`config.mk`:
```
export PLATFORM = sky130hd
export DESIGN_NAME = mux_arb_n
export DESIGN_NICKNAME = d
export VERILOG_FILES = /design/src/rtl/mux_arb_n_pkg.sv /design/src/rtl/mux_arb_n_rr_pick.sv /design/src/rtl/mux_arb_n.sv
export SDC_FILE = /design/constraint.sdc
export NUM_CORES = 1
export LEC_CHECK = 0
export CORE_MARGIN = 2
export CORE_UTILIZATION = 51
export CTS_CLUSTER_DIAMETER = 60
export DETAILED_ROUTE_END_ITERATION = 12
export PLACE_DENSITY = 0.83
export SLEW_MARGIN = 0
export SYNTH_ARGS = -nofsm -noshare
export SYNTH_HDL_FRONTEND = slang
export SYNTH_SLANG_ARGS = --single-unit
```
`constraint.sdc`:
```
create_clock -name clk -period 5.9 [get_ports clk]
set_clock_uncertainty 0.2 [all_clocks]
set_input_delay 1.18 -clock clk [delete_from_list [all_inputs] [get_ports clk]]
set_output_delay 1.18 -clock clk [all_outputs]
set_load 0.1 [all_outputs]
```
`src/rtl/mux_arb_n_pkg.sv`:
```
// Shared defaults, mode encoding and width helper for the mux_arb_n selector.
package mux_arb_n_pkg;

    localparam int unsigned DEFAULT_WIDTH    = 4;
    localparam int unsigned DEFAULT_CHANNELS = 8;

    localparam logic MODE_FIXED = 1'b0;
    localparam logic MODE_RR    = 1'b1;

    // Index width for n items, never less than one bit.
    function automatic int unsigned clog2(input int unsigned n);
        int unsigned r;
        r = 0;
        while ((32'd1 << r) < n) begin
            r++;
        end
        return (r == 0) ? 1 : r;
    endfunction

endpackage

```
`src/rtl/mux_arb_n_rr_pick.sv`:
```
// Rotating-priority picker: first set req bit at or after base, wrapping around.
module mux_arb_n_rr_pick
    import mux_arb_n_pkg::*;
#(
    parameter int unsigned CHANNELS = DEFAULT_CHANNELS,
    parameter int unsigned SEL_W    = clog2(CHANNELS)
) (
    input  logic [CHANNELS-1:0] req,
    input  logic [SEL_W-1:0]    base,
    output logic [CHANNELS-1:0] grant,
    output logic [SEL_W-1:0]    idx
);

    always_comb begin
        logic             found;
        logic [SEL_W-1:0] cand;
        grant = '0;
        idx   = '0;
        found = 1'b0;
        cand  = '0;
        for (int unsigned k = 0; k < CHANNELS; k++) begin
            cand = SEL_W'((32'(base) + k) % CHANNELS);
            if (!found && req[cand]) begin
                found       = 1'b1;
                grant[cand] = 1'b1;
                idx         = cand;
            end
        end
    end

endmodule

```
`src/rtl/mux_arb_n.sv`:
```
// Registered N-channel selector with fixed-select or round-robin arbitration and
// valid/ready handshakes on both sides.
module mux_arb_n
    import mux_arb_n_pkg::*;
#(
    parameter int unsigned WIDTH    = DEFAULT_WIDTH,
    parameter int unsigned CHANNELS = DEFAULT_CHANNELS,
    parameter int unsigned SEL_W    = clog2(CHANNELS)
) (
    input  logic                      clk,
    input  logic                      reset,
    input  logic                      rr_en,
    input  logic [SEL_W-1:0]          sel,
    input  logic [CHANNELS-1:0]       in_valid,
    input  logic [CHANNELS*WIDTH-1:0] in_data,
    output logic [CHANNELS-1:0]       in_ready,
    output logic                      out_valid,
    output logic [WIDTH-1:0]          out_data,
    output logic [SEL_W-1:0]          out_ch,
    input  logic                      out_ready
);

    logic [WIDTH-1:0]    words [CHANNELS];
    logic [CHANNELS-1:0] fixed_req;
    logic [CHANNELS-1:0] pick_req;
    logic [CHANNELS-1:0] pick_grant;
    logic [CHANNELS-1:0] grant;
    logic [SEL_W-1:0]    pick_base;
    logic [SEL_W-1:0]    pick_idx;
    logic                load_en;

    logic             out_valid_q, out_valid_d;
    logic [WIDTH-1:0] out_data_q, out_data_d;
    logic [SEL_W-1:0] out_ch_q, out_ch_d;
    logic [SEL_W-1:0] ptr_q, ptr_d;

    // A sel code outside the channel range matches no bit and so never grants.
    for (genvar g = 0; g < CHANNELS; g++) begin : gen_chan
        assign words[g]     = in_data[g*WIDTH +: WIDTH];
        assign fixed_req[g] = in_valid[g] & (sel == SEL_W'(g));
    end

    assign pick_req  = (rr_en == MODE_FIXED) ? fixed_req : in_valid;
    assign pick_base = (rr_en == MODE_RR) ? ptr_q : '0;

    mux_arb_n_rr_pick #(
        .CHANNELS (CHANNELS),
        .SEL_W    (SEL_W)
    ) u_pick (
        .req   (pick_req),
        .base  (pick_base),
        .grant (pick_grant),
        .idx   (pick_idx)
    );

    assign load_en  = !out_valid_q || out_ready;
    assign grant    = (load_en && !reset) ? pick_grant : '0;
    assign in_ready = grant;

    always_comb begin
        out_valid_d = out_valid_q;
        out_data_d  = out_data_q;
        out_ch_d    = out_ch_q;
        ptr_d       = ptr_q;
        if (|grant) begin
            out_valid_d = 1'b1;
            out_data_d  = words[pick_idx];
            out_ch_d    = pick_idx;
            if (rr_en == MODE_RR) begin
                ptr_d = (32'(pick_idx) == CHANNELS - 1) ? '0 : pick_idx + SEL_W'(1);
            end
        end else if (out_ready) begin
            out_valid_d = 1'b0;
        end
    end

    always_ff @(posedge clk) begin
        if (reset) begin
            out_valid_q <= 1'b0;
            out_data_q  <= '0;
            out_ch_q    <= '0;
            ptr_q       <= '0;
        end else begin
            out_valid_q <= out_valid_d;
            out_data_q  <= out_data_d;
            out_ch_q    <= out_ch_d;
            ptr_q       <= ptr_d;
        end
    end

    assign out_valid = out_valid_q;
    assign out_data  = out_data_q;
    assign out_ch    = out_ch_q;

endmodule
```
Word level (Yosys, flattened, before mapping) --
Cells that the tools add are included.
Word-level totals: output and inout bits 16, register bits after elaboration 11, logic and storage cells 147
Operators by class: bitwise gates (word level) 16, multiplexer cells 64, add/subtract/negate cells 8, equal/unequal tests 8, reductions and logical operators 30, $lt $le $gt $ge 17
Operators with widths (number):
- $mux 8 | 10
- $or 8x8->8 | 7
- $lt 3x4->1 const B | 8
- $mux 3 | 10
- $mux 1 | 25
- $bmux 1 s3 | 8
- $demux 1 s3 | 8
- $ge 3x1->1 const B | 8
- $logic_and 1x1->1 | 16
- $eq 3x3->1 const B | 5
- $add 3x3->3 const B | 4
- $bmux 4 s3 | 1
- $logic_not 1->1 | 9
- $and 1x1->1 | 8
- $mux 4 | 2
- $reduce_or 8->1 | 1
- $add 3x1->3 const B | 2
- $add 3x2->3 const B | 2
- $eq 3x2->1 const B | 2
- $ge 4x4->1 const B | 1
- $not 3->4 | 1
- $eq 3x1->1 const B | 1
- $logic_not 3->1 | 1
- $reduce_and 2->1 | 1
- 2 further kinds | 2

Logic depth before layout (Yosys ltp) --
word-level depth 31, gate-level depth with buffers 19, gate-level depth less buffers 16

By module --
Synthesis repeated with hierarchy kept, for this count alone.
Second synthesis, totals: cell total of the unflattened synthesis 225, area total of the unflattened synthesis 2129.5 µm²
By module, submodules not included:
- mux_arb_n_rr_pick | times used 1, area each 1219.9 µm², cells each 131
- mux_arb_n | times used 1, area each 909.6 µm², cells each 94

Worst setup path before layout --
OpenSTA, ideal clock, no wires.
kind in2out, from in rr_en, to out in_ready[6], setup slack -0.840 ns, arrival 5.360 ns, cell stages on the path 13, cells stage by stage buf_6 -> nand2_1 -> clkbuf_1 -> clkinv_1 -> clkbuf_1 -> ha_1 -> xnor2_2 -> mux4_2 -> nand3_4 -> nor4_1 -> nand2_1 -> o211a_1 -> o31ai_2
Between the ends: word-level cells in the longest chain between the ends 26
RTL lines:
- start: declaration | RTL line mux_arb_n.sv:12 | input logic rr_en,
- branches (longest 24 deep; another with $lt 3x4->1)
- $mux 8 * | RTL line mux_arb_n_rr_pick.sv:23 | if (!found && req[cand]) begin
- $mux 8 * | RTL line mux_arb_n.sv:57 | assign grant = (load_en && !reset) ? pick_grant : '0;
- end: declaration | RTL line mux_arb_n.sv:16 | output logic [CHANNELS-1:0] in_ready,
Mark *: on every way between the ends. The select of a mux whose other input is x is not followed.

Worst setup path after layout --
from in rr_en, to out in_ready[5]
Same word-level chain as after synthesis.

==> out/metrics.cfg <==
[sta]
maxSlewViolCount=0
maxSlewHeadroom_pct=33.01
max_freq_ghz=0.1731
setup_violations=0
period_share_pct=97.94
fin_crit_ps=5779
rsz0062_at_grt=false
tightest_slew_ps=1002
hold_viol=0

[synth]
synthFlopType=dfxtp_1
synth-seq-cells=11
synth_area_leaders=dfxtp_1 (9.0%), mux2i_1 (6.1%), nand2_1 (5.6%), a21oi_1 (5.1%), ha_1 (4.1%)
synth_seq_area_share_pct=8.957
syn_area_um2=2459
synth-edff-count=0
yosys.area.top_type_share_pct=8.957
netlist_instances=334
async_reset_ff_share_pct=0
avgSynthCellArea_um2=7.361
synth_area_leader_cell=dfxtp_1
yosysWarnings=0
syn_nets=389
ys_types=82

[route]
wl_um=9727
drc=0
routed_via_density=7.100
drtPass1Iterations=8
drtIter0Drc=364
ant_nets=0
wl_per_cell_um=21.10
vias=3273

[die]
fp.dieArea_um2=5392
die_h_um=73.43
start_util_pct=52.40
io-pin-count=63
rows=25
die_w_um=73.43
core_area_um2=4692

[grt]
grt-ovfl-total=0
grt_max_degree=20
grt_first_pass_wirelength_um=15150
grt.total_usage_pct=35.40
antenna_found_initial=0
grt_pass1_vias=3132

[setup_path]
cp.required_ps=4520
reg2reg_slack_ps=990
endpoint_kind=primary output
worstPathArrival_ps=4400
worstSetupStartpointType=input port
cp_max_fo=10
worst-setup-path-type=input port to primary output
reg2reg_depth=12

[cells_and_area]
fin_nets=463
final_util_pct=73.15
seqCellArea_um2=220.2
nFillCells=374
diodes=0
layout_common_cells=clkdlybuf4s50_1 (54), nand2_1 (37), buf_4 (26)
mostFrequentLayoutCell=clkdlybuf4s50_1
synthToLayoutAreaGrowth_pct=39.59
multi_input_area_um2=2157
drive_above_1_share_pct=20.88

[clock_tree]
clk_latency_ps=240
clockRootBuffer=clkbuf_8
cts_tree=yes
cts_buffers=3
cts_setup_buffers=0
htreeDepth=1
clock-sinks=11
cts_max_path_buffers=2
path_clk_slew_ps=50

[status]
outcome=finished clean

[power]
finalPower_mw=1.604
p_leak_nw=1.321
powerDensity_nw_per_um2=467.3
ir_worst_vdd_mv=0.3375

[place]
hpwl_um=7482
gp_congestion=1.049
portBuffers=62

[job]
maxCapViolations=0

[worst_hold_path]
min_path_cells=2
hold_class=flop to flop

-- critical path: stages --
cell and delay (ps):
clkdlybuf4s50_1 540, buf_4 160, nand2_2 130, ha_1 400
inv_1 100, o21ai_1 210, o21ai_1 240, buf_4 240
nor3_1 430, nand3_1 180, a31oi_1 200, o21a_2 200
buf_12 180
-- synth_stat cells (4+ instances only) --
master / number
o22ai_1: 7
nand2_1: 37
a31oi_1: 9
mux2i_1: 15
nor3_1: 16
nor4_1: 6
ha_1: 8
o21ai_0: 11
nor2b_1: 6
a221oi_1: 4
nor2_1: 14
and2_1: 5
a311oi_1: 4
a32oi_1: 4
dfxtp_1: 11
clkbuf_1: 7
a21oi_1: 25
a221o_1: 9
and3_1: 5
nand3_1: 20
mux2_2: 6
inv_1: 7
buf_6: 6
or2_2: 5
-- timing repair --
item / 4_1_cts / 5_1_grt
hold buffers: 0 / 0
hold endpoints to repair: 0 / 0
endpoints found under the setup margin: 0 / 6
gates resized for setup: 0 / 6
-- routing by layer --
layer / up-vias / share of wire [%] / global-route usage (%)
li1: 1469 / - / -
met1: 1523 / 40 / 46.83
met2: 242 / 47 / 56.26
met3: 39 / 10 / 6.036
met4: 0 / 2.9 / 15.56
met5: - / 0 / 0
-- power by group --
part,switching [mW],internal (mW)
sequential,0.0304,0.103
clock,0.0289,0.0475
combinational,0.890,0.504
-- worst paths after layout --
path,end,startpoint
worst max-delay path,in_ready[5],rr_en
worst min-delay path,out_ch[0]$_SDFFE_PP0P_,out_ch[0]$_SDFFE_PP0P_
worst max register to register,ptr_q[1]$_SDFFE_PP0P_,ptr_q[0]$_SDFFE_PP0P_
worst min register to register,out_ch[0]$_SDFFE_PP0P_,out_ch[0]$_SDFFE_PP0P_
-- logic make-up after synthesis --
| family | Yosys count | synth area share (%) |
|---|---|---|
| AOI/OAI and AO/OA | 122 | 37.56 |
| muxes | 25 | 11.45 |
| adders and majority gates | 8 | 4.071 |
| and+or+nand+nor | 136 | 29.87 |
| DFF | 11 | 8.957 |
| buffers and inverters | 30 | 7.074 |
| xor gates and xnor gates | 2 | 1.018 |
-- final cells by class --
type / instances / share of cell area, %
Inverter: 11 / 1.349
Multi-Input combinational cell: 293 / 62.85
Clock buffer: 4 / 1.312
Timing Repair Buffer: 88 / 26.10
Tap cell: 54 / 1.969
Sequential cell: 11 / 6.416
-- flip-flops by register name (all words and copies together), names as in the netlist --
name	cells
ptr_q	3
out_ch	3
out_valid	1
out_data	4
-- stage by stage --
step                      instances  cell area [µm²]  hold WS (ps)  setup TNS [ps]  worst slack (ps)
after floorplan                 334             2519         464.2          -112.8            -112.8
after global placement          457             3354         253.8               0             174.0
after detailed placement        457             3354         264.8               0             111.6
after CTS                       461             3400         271.5               0             74.41
after global routing            461             3432         296.3               0             1.952
final                           461             3432         269.6               0             121.5
Power figures use the tool's default switching activity.
